$ cat src/rtl/uarch_pkg.sv
// Shared micro-architecture parameters and payload types for the out-of-order core.
package uarch_pkg;
  localparam int unsigned PIPE_WIDTH = 2;
  localparam int unsigned TAG_WIDTH  = 4;
  localparam int unsigned ROB_DEPTH  = 1 << TAG_WIDTH;
  localparam int unsigned CDB_PORTS  = 2;
  localparam int unsigned AREG_W     = 5;
  localparam int unsigned XLEN       = 32;

  typedef struct packed {
    logic                 we;
    logic [AREG_W-1:0]    addr;
    logic [TAG_WIDTH-1:0] tag;
    logic [XLEN-1:0]      data;
  } prf_commit_write_port_t;

  typedef struct packed {
    logic              valid;
    logic              done;
    logic              has_rd;
    logic [AREG_W-1:0] rd;
    logic [XLEN-1:0]   data;
  } rob_entry_t;

  function automatic logic [1:0] popcount2(input logic [1:0] v);
    return {1'b0, v[0]} + {1'b0, v[1]};
  endfunction
endpackage

$ cat src/rtl/rob.sv
// Reorder buffer: 2-wide allocation from rename, CDB completion, 2-wide in-order retirement.
module rob
  import uarch_pkg::*;
(
  input  logic                                   clk,
  input  logic                                   rst,
  input  logic                                   flush,
  input  logic [PIPE_WIDTH-1:0]                  rob_alloc_req,
  input  logic [PIPE_WIDTH-1:0][AREG_W-1:0]      rob_alloc_rd,
  input  logic [PIPE_WIDTH-1:0]                  rob_alloc_has_rd,
  input  logic                                   rob_alloc_fire,
  output logic [PIPE_WIDTH-1:0]                  rob_alloc_gnt,
  output logic [PIPE_WIDTH-1:0][TAG_WIDTH-1:0]   rob_alloc_tags,
  input  logic [CDB_PORTS-1:0]                   cdb_valid,
  input  logic [CDB_PORTS-1:0][TAG_WIDTH-1:0]    cdb_tag,
  input  logic [CDB_PORTS-1:0][XLEN-1:0]         cdb_data,
  output prf_commit_write_port_t [PIPE_WIDTH-1:0] commit_write_ports,
  output logic                                   rob_empty,
  output logic                                   rob_full
);
  localparam int unsigned CNT_W = TAG_WIDTH + 1;

  rob_entry_t           entries_q [ROB_DEPTH];
  rob_entry_t           entries_d [ROB_DEPTH];
  logic [TAG_WIDTH-1:0] head_q, head_d, tail_q, tail_d;
  logic [CNT_W-1:0]     count_q, count_d;

  logic                 kill;
  logic [CNT_W-1:0]     free_slots;
  logic [1:0]           n_req, n_alloc, n_commit;
  logic [TAG_WIDTH-1:0] head_p1;
  logic                 c0, c1;

  assign kill       = rst | flush;
  assign free_slots = CNT_W'(ROB_DEPTH) - count_q;
  assign n_req      = popcount2(rob_alloc_req);
  assign head_p1    = head_q + TAG_WIDTH'(1);
  assign rob_empty  = (count_q == '0);
  assign rob_full   = (count_q == CNT_W'(ROB_DEPTH));

  // Grant sees only registered occupancy so rename_rdy never loops back through it.
  always_comb begin
    rob_alloc_gnt     = '0;
    rob_alloc_tags[0] = tail_q;
    rob_alloc_tags[1] = rob_alloc_req[0] ? tail_q + TAG_WIDTH'(1) : tail_q;
    if (!kill && (free_slots >= CNT_W'(n_req))) rob_alloc_gnt = rob_alloc_req;
  end

  // Retirement select: slot 1 only follows a retiring slot 0.
  always_comb begin
    c0 = entries_q[head_q].valid && entries_q[head_q].done;
    c1 = c0 && entries_q[head_p1].valid && entries_q[head_p1].done;
    commit_write_ports[0].we   = c0 && entries_q[head_q].has_rd && !kill;
    commit_write_ports[0].addr = entries_q[head_q].rd;
    commit_write_ports[0].tag  = head_q;
    commit_write_ports[0].data = entries_q[head_q].data;
    commit_write_ports[1].we   = c1 && entries_q[head_p1].has_rd && !kill;
    commit_write_ports[1].addr = entries_q[head_p1].rd;
    commit_write_ports[1].tag  = head_p1;
    commit_write_ports[1].data = entries_q[head_p1].data;
    n_commit = {1'b0, c0} + {1'b0, c1};
  end

  always_comb begin
    entries_d = entries_q;
    n_alloc   = rob_alloc_fire ? popcount2(rob_alloc_gnt) : 2'd0;

    // Higher port applied first so port 0 overrides on a shared tag.
    for (int p = CDB_PORTS - 1; p >= 0; p--) begin
      if (cdb_valid[p] && entries_q[cdb_tag[p]].valid) begin
        entries_d[cdb_tag[p]].done = 1'b1;
        entries_d[cdb_tag[p]].data = cdb_data[p];
      end
    end

    if (c0) entries_d[head_q].valid  = 1'b0;
    if (c1) entries_d[head_p1].valid = 1'b0;

    for (int i = 0; i < PIPE_WIDTH; i++) begin
      if (rob_alloc_fire && rob_alloc_gnt[i]) begin
        entries_d[rob_alloc_tags[i]] = '{valid: 1'b1, done: 1'b0,
                                         has_rd: rob_alloc_has_rd[i],
                                         rd: rob_alloc_rd[i], data: '0};
      end
    end

    head_d  = head_q + TAG_WIDTH'(n_commit);
    tail_d  = tail_q + TAG_WIDTH'(n_alloc);
    count_d = count_q + CNT_W'(n_alloc) - CNT_W'(n_commit);

    if (flush) begin
      for (int i = 0; i < ROB_DEPTH; i++) begin
        entries_d[i].valid = 1'b0;
        entries_d[i].done  = 1'b0;
      end
      head_d  = '0;
      tail_d  = '0;
      count_d = '0;
    end
  end

  always_ff @(posedge clk) begin
    if (rst) begin
      head_q  <= '0;
      tail_q  <= '0;
      count_q <= '0;
      for (int i = 0; i < ROB_DEPTH; i++) entries_q[i] <= '0;
    end else begin
      head_q  <= head_d;
      tail_q  <= tail_d;
      count_q <= count_d;
      for (int i = 0; i < ROB_DEPTH; i++) entries_q[i] <= entries_d[i];
    end
  end
endmodule

$ cat config.mk
export PLATFORM = sky130hd
export DESIGN_NAME = rob
export DESIGN_NICKNAME = d
export VERILOG_FILES = /design/src/rtl/uarch_pkg.sv /design/src/rtl/rob.sv
export SDC_FILE = /design/constraint.sdc
export NUM_CORES = 2
export LEC_CHECK = 0
export CAP_MARGIN = 10
export CORE_MARGIN = 2
export CORE_UTILIZATION = 50
export CTS_CLUSTER_DIAMETER = 150
export CTS_CLUSTER_SIZE = 28
export DETAILED_ROUTE_END_ITERATION = 6
export GPL_TIMING_DRIVEN = 0
export PLACE_DENSITY_LB_ADDON = 0.08
export SLEW_MARGIN = 20
export SYNTH_ARGS = -nofsm -noshare
export SYNTH_HDL_FRONTEND = slang
export SYNTH_SLANG_ARGS = --single-unit
$ cat constraint.sdc
create_clock -name clk -period 5.25 [get_ports clk]
set_input_delay 0.7875 -clock clk [delete_from_list [all_inputs] [get_ports clk]]
set_output_delay 0.7875 -clock clk [all_outputs]
set_load 0.02 [all_outputs]
* After elaboration in Yosys (flattened, before gate mapping)
Index checks and enable logic that the tools add are counted.
** Operators by class
- Add/sub/neg operators :: 10
- Magnitude comparators :: 13
- Equal/unequal tests :: 1
- Mux-type cells :: 45
- Bitwise logic cells :: 7
- Reduce and logical (&&, ||, !) cells :: 21
** Operators by type and width (count)
- $bwmux 640 :: 8
- $mux 640 :: 6
- $demux 40 s4 :: 8
- $bmux 40 s4 :: 4
- $mux 40 :: 12
- $mux 39 :: 2
- $mux 32 :: 2
- $ge 5x5->1 const B :: 6
- $lt 5x1->1 const B :: 6
- $not 4->5 :: 6
- $logic_and 1x1->1 :: 18
- $add 4x1->4 const B :: 2
- $add 4x2->4 :: 2
- $add 1x1->2 :: 3
- $add 5x2->5 :: 1
- $eq 5x5->1 const B :: 1
- $ge 5x2->1 :: 1
- $logic_not 5->1 :: 1
- $sub 5x2->5 :: 1
- $sub 5x5->5 const A :: 1
- $mux 2 :: 2
- $mux 4 :: 1
- $reduce_or 2->1 :: 1
- $logic_not 1->1 :: 1
- $or 1x1->1 :: 1
** Word-level totals
- Flip-flop bits (word level) :: 653
- Word-level logic and storage cells :: 180

* Longest topological paths before layout
- Depth after elaboration :: 19
- Depth in mapped cells :: 18

* Worst setup path before layout
OpenSTA, ideal clock, no wires.
- Kind :: register to register
- Start :: register head_q[0]
- End :: register count_q[4]
- Library setup time :: 0.071 ns
- Arrival :: 4.394 ns
- Required time :: 5.179 ns
- Setup slack :: 0.785 ns
- Stages on the path, launching flop included :: 19
- Path buffers :: 2
- Cells stage by stage :: dfxtp_1 > buf_4 > inv_2 > ha_1 > buf_2 > o211ai_1 > o21a_1 > a211oi_1 > and2_1 > nor2_1 > ha_1 > ha_1 > inv_1 > ha_1 > fa_1 > a21oi_1 > nor2_1 > or3_1 > a21oi_1
** RTL lines
- start, declared :: line rob.sv:25 : logic [TAG_WIDTH-1:0] head_q, head_d, tail_q, tail_d;
- start signal, assigned :: line rob.sv:104 : head_q <= '0;
- start signal, assigned :: line rob.sv:109 : head_q <= head_d;
- end signal, assigned :: line rob.sv:111 : count_q <= count_d;
- end, declared :: line rob.sv:26 : logic [CNT_W-1:0] count_q, count_d;

==> out/metrics.csv <==
stage,metric,value,unit
pwr,Max rail drop VDD,0.2932,mV
hold_path,hold_sp,entries_q[558]$_SDFF_PN0_,
clock_tree,Clock Tree Buf Depth,3,
global_routing,grt ovf,0,
sta,Fin. Hold Viols,0,
clock_tree,H-tree depth,1,
clock_tree,Worst-Skew Late Latency,0.67,ns
pwr,sw frac,0.2726,
synth,synth warn,0,
pwr,Power Density,186.7,nW/um2
clock_tree,setup bufs post-CTS,0,
synth,Avg Inst Size Synth,10.82,um2
clock_tree,clock sinks,653,
cells_and_area,Final nets,4065,
detailed_routing,vias after detailed routing,35608,
outcome,outcome,"complete, but fails checks",
synth,cell with the most instances after synthesis,dfxtp_1,
clock_tree,clock-pin slew on the worst setup and hold paths,0.12,ns
critical_path,"Max FO, Critical Path",10,
placement,GPL Wtd Cong,0.9848,
placement,pre-CTS setup slack,-0.2826,ns
synth,"flops & latches, synth",653,
pwr,Clk pwr share,0.331,
critical_path,Worst path max stage delay,0.57,ns
clock_tree,Hold Buf Count CTS,0,
critical_path,Reg2Reg Launch Point,head_q[3]$_SDFF_PN0_,
critical_path,Critical Path RT,4.46,ns
detailed_routing,post-route DRC violation count,7,
hold_path,Hold Crit Depth,2,
sta,fin crit period,5.250,ns
synth,ys flop type,dfxtp_1,
sta,Slew Limit Fails,0,
placement,Post-DP HPWL,127900,um
critical_path,register-to-register setup slack,0.34,ns
cells_and_area,area delta synth->final,9.521,%
clock_tree,Num CTS Buffers,27,
detailed_routing,final WL,181400,um
floorplan,Core ar.,80550,um2
pwr,Reg power frac,0.597,
outcome,violated checks,"design-rule violations, negative setup slack",
synth,top post-synthesis cells by area,"dfxtp_1 32%, mux4_2 22%, mux2i_1 15%",
synth,synth unique cells,69,
synth,sequential element share of the synthesized area,0.3212,
synth,number of synthesized flops with an enable pin,0,
sta,fin crit share,1.000,
cells_and_area,layout cell share with drive strength beyond 1,0.2206,
synth,syn nets,3882,
placement,I/O Buffers,149,
critical_path,Crit Reg-Reg Endpoint,count_q[4]$_SDFF_PN0_,
placement,placed inst area,43690,um2
global_routing,first-pass GRT wire length,253700,um
detailed_routing,initial drt markers,4793,
critical_path,Worst path slowest cell,clkdlybuf4s50_1,
floorplan,I/O pin cnt,188,
detailed_routing,wire per inst,36.23,um
critical_path,crit-path cells,"buf_2, buf_4, buf_4, buf_2, mux4_2, mux4_2, clkdlybuf4s50_1",
pwr,Internal,6.055,mW
floorplan,Die Ht,289.3,um
cells_and_area,Fillers,7235,
critical_path,Worst setup EP type,output port,
critical_path,R2R cell count,17,
synth,share of the synthesized area in the top cell type,0.3212,
run,total of max-cap violations,0,
synth,ys async rst share,0,
sta,Worst-Margin Slew,1.246,ns
synth,Synth Cell Area,40700,um2
detailed_routing,Avg Vias per Cell,7.110,
synth,synth cell count leaders,"653 x dfxtp_1, 632 x nor2_1, 608 x mux2i_1, 455 x a211oi_1, 395 x mux4_2",
critical_path,WP data arrival,4.46,ns
synth,Synth area leader,dfxtp_1,
floorplan,die area,83700,um2
floorplan,initial core utilization,0.5053,
clock_tree,clk root buf,clkbuf_16,
sta,Final setup viols,1,
synth,Cells after Synth,3761,
cells_and_area,final instance area,44580,um2
hold_path,Hold Crit Endpoint,entries_q[558]$_SDFF_PN0_,
clock_tree,TritonCTS clock tree,built,
floorplan,Die X,289.3,um
global_routing,largest net degree at the start of global routing,29,
sta,Max Freq,0.1905,GHz
global_routing,initial antenna violation count,5,
sta,Final Skew,0.03068,ns
sta,slew margin rel.,0.1695,
global_routing,vias in the first global route,33650,
pwr,Comb power frac,0.072,
critical_path,CP startpoint kind,register,
floorplan,Rows,104,
critical_path,CP Class,register to output port,
detailed_routing,Routed Antenna Nets,0,
detailed_routing,drt first pass iters,7,
global_routing,GRT Resource Usage Total,0.4265,
pwr,net switching power of the design,2.269,mW
hold_path,hold crit path type,register to register,
sta,setup_tns,-0.0003690,ns
sta,final worst slack,-0.0003690,ns
pwr,P_leak,18.71,nW
[kinds of logic after synthesis]
kind of cell	synth area share
multiplexers	0.3681
AND/OR/NAND/NOR	0.09349
AO/OA/AOI/OAI	0.1452
flip-flops	0.3212
buffers and inverters	0.05958
adder cells (fa/ha/maj)	0.009653
XOR/XNOR	0.002798
[area by class of cell]
cell class | instances | area (um2) | share of cell area
Multi-Input combinational cell | 2598 | 25220 | 0.5657
Sequential cell | 653 | 13070 | 0.2933
Buffer | 482 | 2541 | 0.05701
Timing Repair Buffer | 154 | 1607 | 0.03604
Tap cell | 1060 | 1326 | 0.02975
Clock buffer | 27 | 675.6 | 0.01516
Inverter | 28 | 105.1 | 0.002358
Clock inverter | 1 | 20.02 | 0.0004491
Antenna cell | 5 | 12.51 | 0.0002807
[through the flow]
| stage | hold WS [ns] | util | power [mW] | std cells |
|---|---|---|---|---|
| after floorplan | 0.4396 | - | 5.374 | 3761 |
| after global placement | 0.4619 | 0.5403 | 5.660 | 4970 |
| after detailed placement | 0.4621 | 0.5425 | 5.659 | 4975 |
| after CTS | 0.4826 | 0.5528 | 8.255 | 5003 |
| after global routing | 0.5274 | 0.5533 | 8.434 | 5004 |
| final | 0.4933 | 0.5534 | 8.324 | 5008 |
[what timing repair did]
item                                    in CTS  in global routing
pin swaps                                    0                  0
endpoints found under the setup margin      77                 61
gates resized for setup                     58                 20
[power groups by stage]
stage               combinational [mW]  sequential [mW]  clock (mW)
global placement                 0.580             5.08           0
detailed placement               0.579             5.08           0
finish                           0.602             4.97        2.75
floorplan                        0.296             5.08           0
CTS                              0.581             4.97        2.71
global route                     0.615             4.97        2.85
[cells in the final DEF, fill, tap and decap left out, drive strengths merged, types with 5 or more instances in the layout]
| cell type | synthesis | layout |
|---|---|---|
| or3 | 15 | 15 |
| nand3 | 49 | 49 |
| nand3b | 16 | 16 |
| mux4 | 395 | 395 |
| a211o | 5 | 5 |
| a21oi | 17 | 17 |
| nor3 | 16 | 16 |
| nor2 | 632 | 632 |
| xor2 | 5 | 5 |
| a41o | 5 | 5 |
| and2 | 11 | 11 |
| dfxtp | 653 | 653 |
| and3 | 11 | 11 |
| o21ai | 17 | 17 |
| a211oi | 611 | 611 |
| xnor2 | 8 | 8 |
| buf | 261 | 259 |
| nor2b | 11 | 11 |
| ha | 25 | 25 |
| nand2 | 91 | 91 |
| mux2i | 608 | 608 |
| inv | 28 | 29 |
| clkdlybuf4s50 | 0 | 149 |
| diode | 0 | 5 |
| clkbuf | 221 | 252 |
[layer usage]
layer | vias up | GRT usage | share of wire
li1 | 14572 | - | -
met1 | 17880 | 0.5561 | 0.38
met2 | 2569 | 0.6361 | 0.43
met3 | 581 | 0.1186 | 0.12
met4 | 6 | 0.2466 | 0.071
met5 | - | 0 | 0.00021
[flip-flops by register name (all words and copies together) (netlist names)]
register	cells
count_q	5
entries_q	640
head_q	4
tail_q	4
[how the worst max path moves through the flow]
stage / from / end / cells after the start
5_1_grt: head_q[1]$_SDFF_PN0_ / commit_write_ports[27] / 7
4_1_cts: head_q[1]$_SDFF_PN0_ / commit_write_ports[13] / 7
3_3_place_gp: head_q[0]$_SDFF_PN0_ / commit_write_ports[79] / 9
2_1_floorplan: head_q[0]$_SDFF_PN0_ / count_q[4]$_SDFF_PN0_ / 18
6_report: head_q[1]$_SDFF_PN0_ / commit_write_ports[19] / 7
3_5_place_dp: head_q[0]$_SDFF_PN0_ / commit_write_ports[79] / 9
[worst max-delay path, delay by kind of cell, from the launching register on]
kind / cells / cell delay, ns
mux: 2 / 0.96
flops: 1 / 0.49
buf+inv: 5 / 2.30
(Power assumes the default switching activity.)
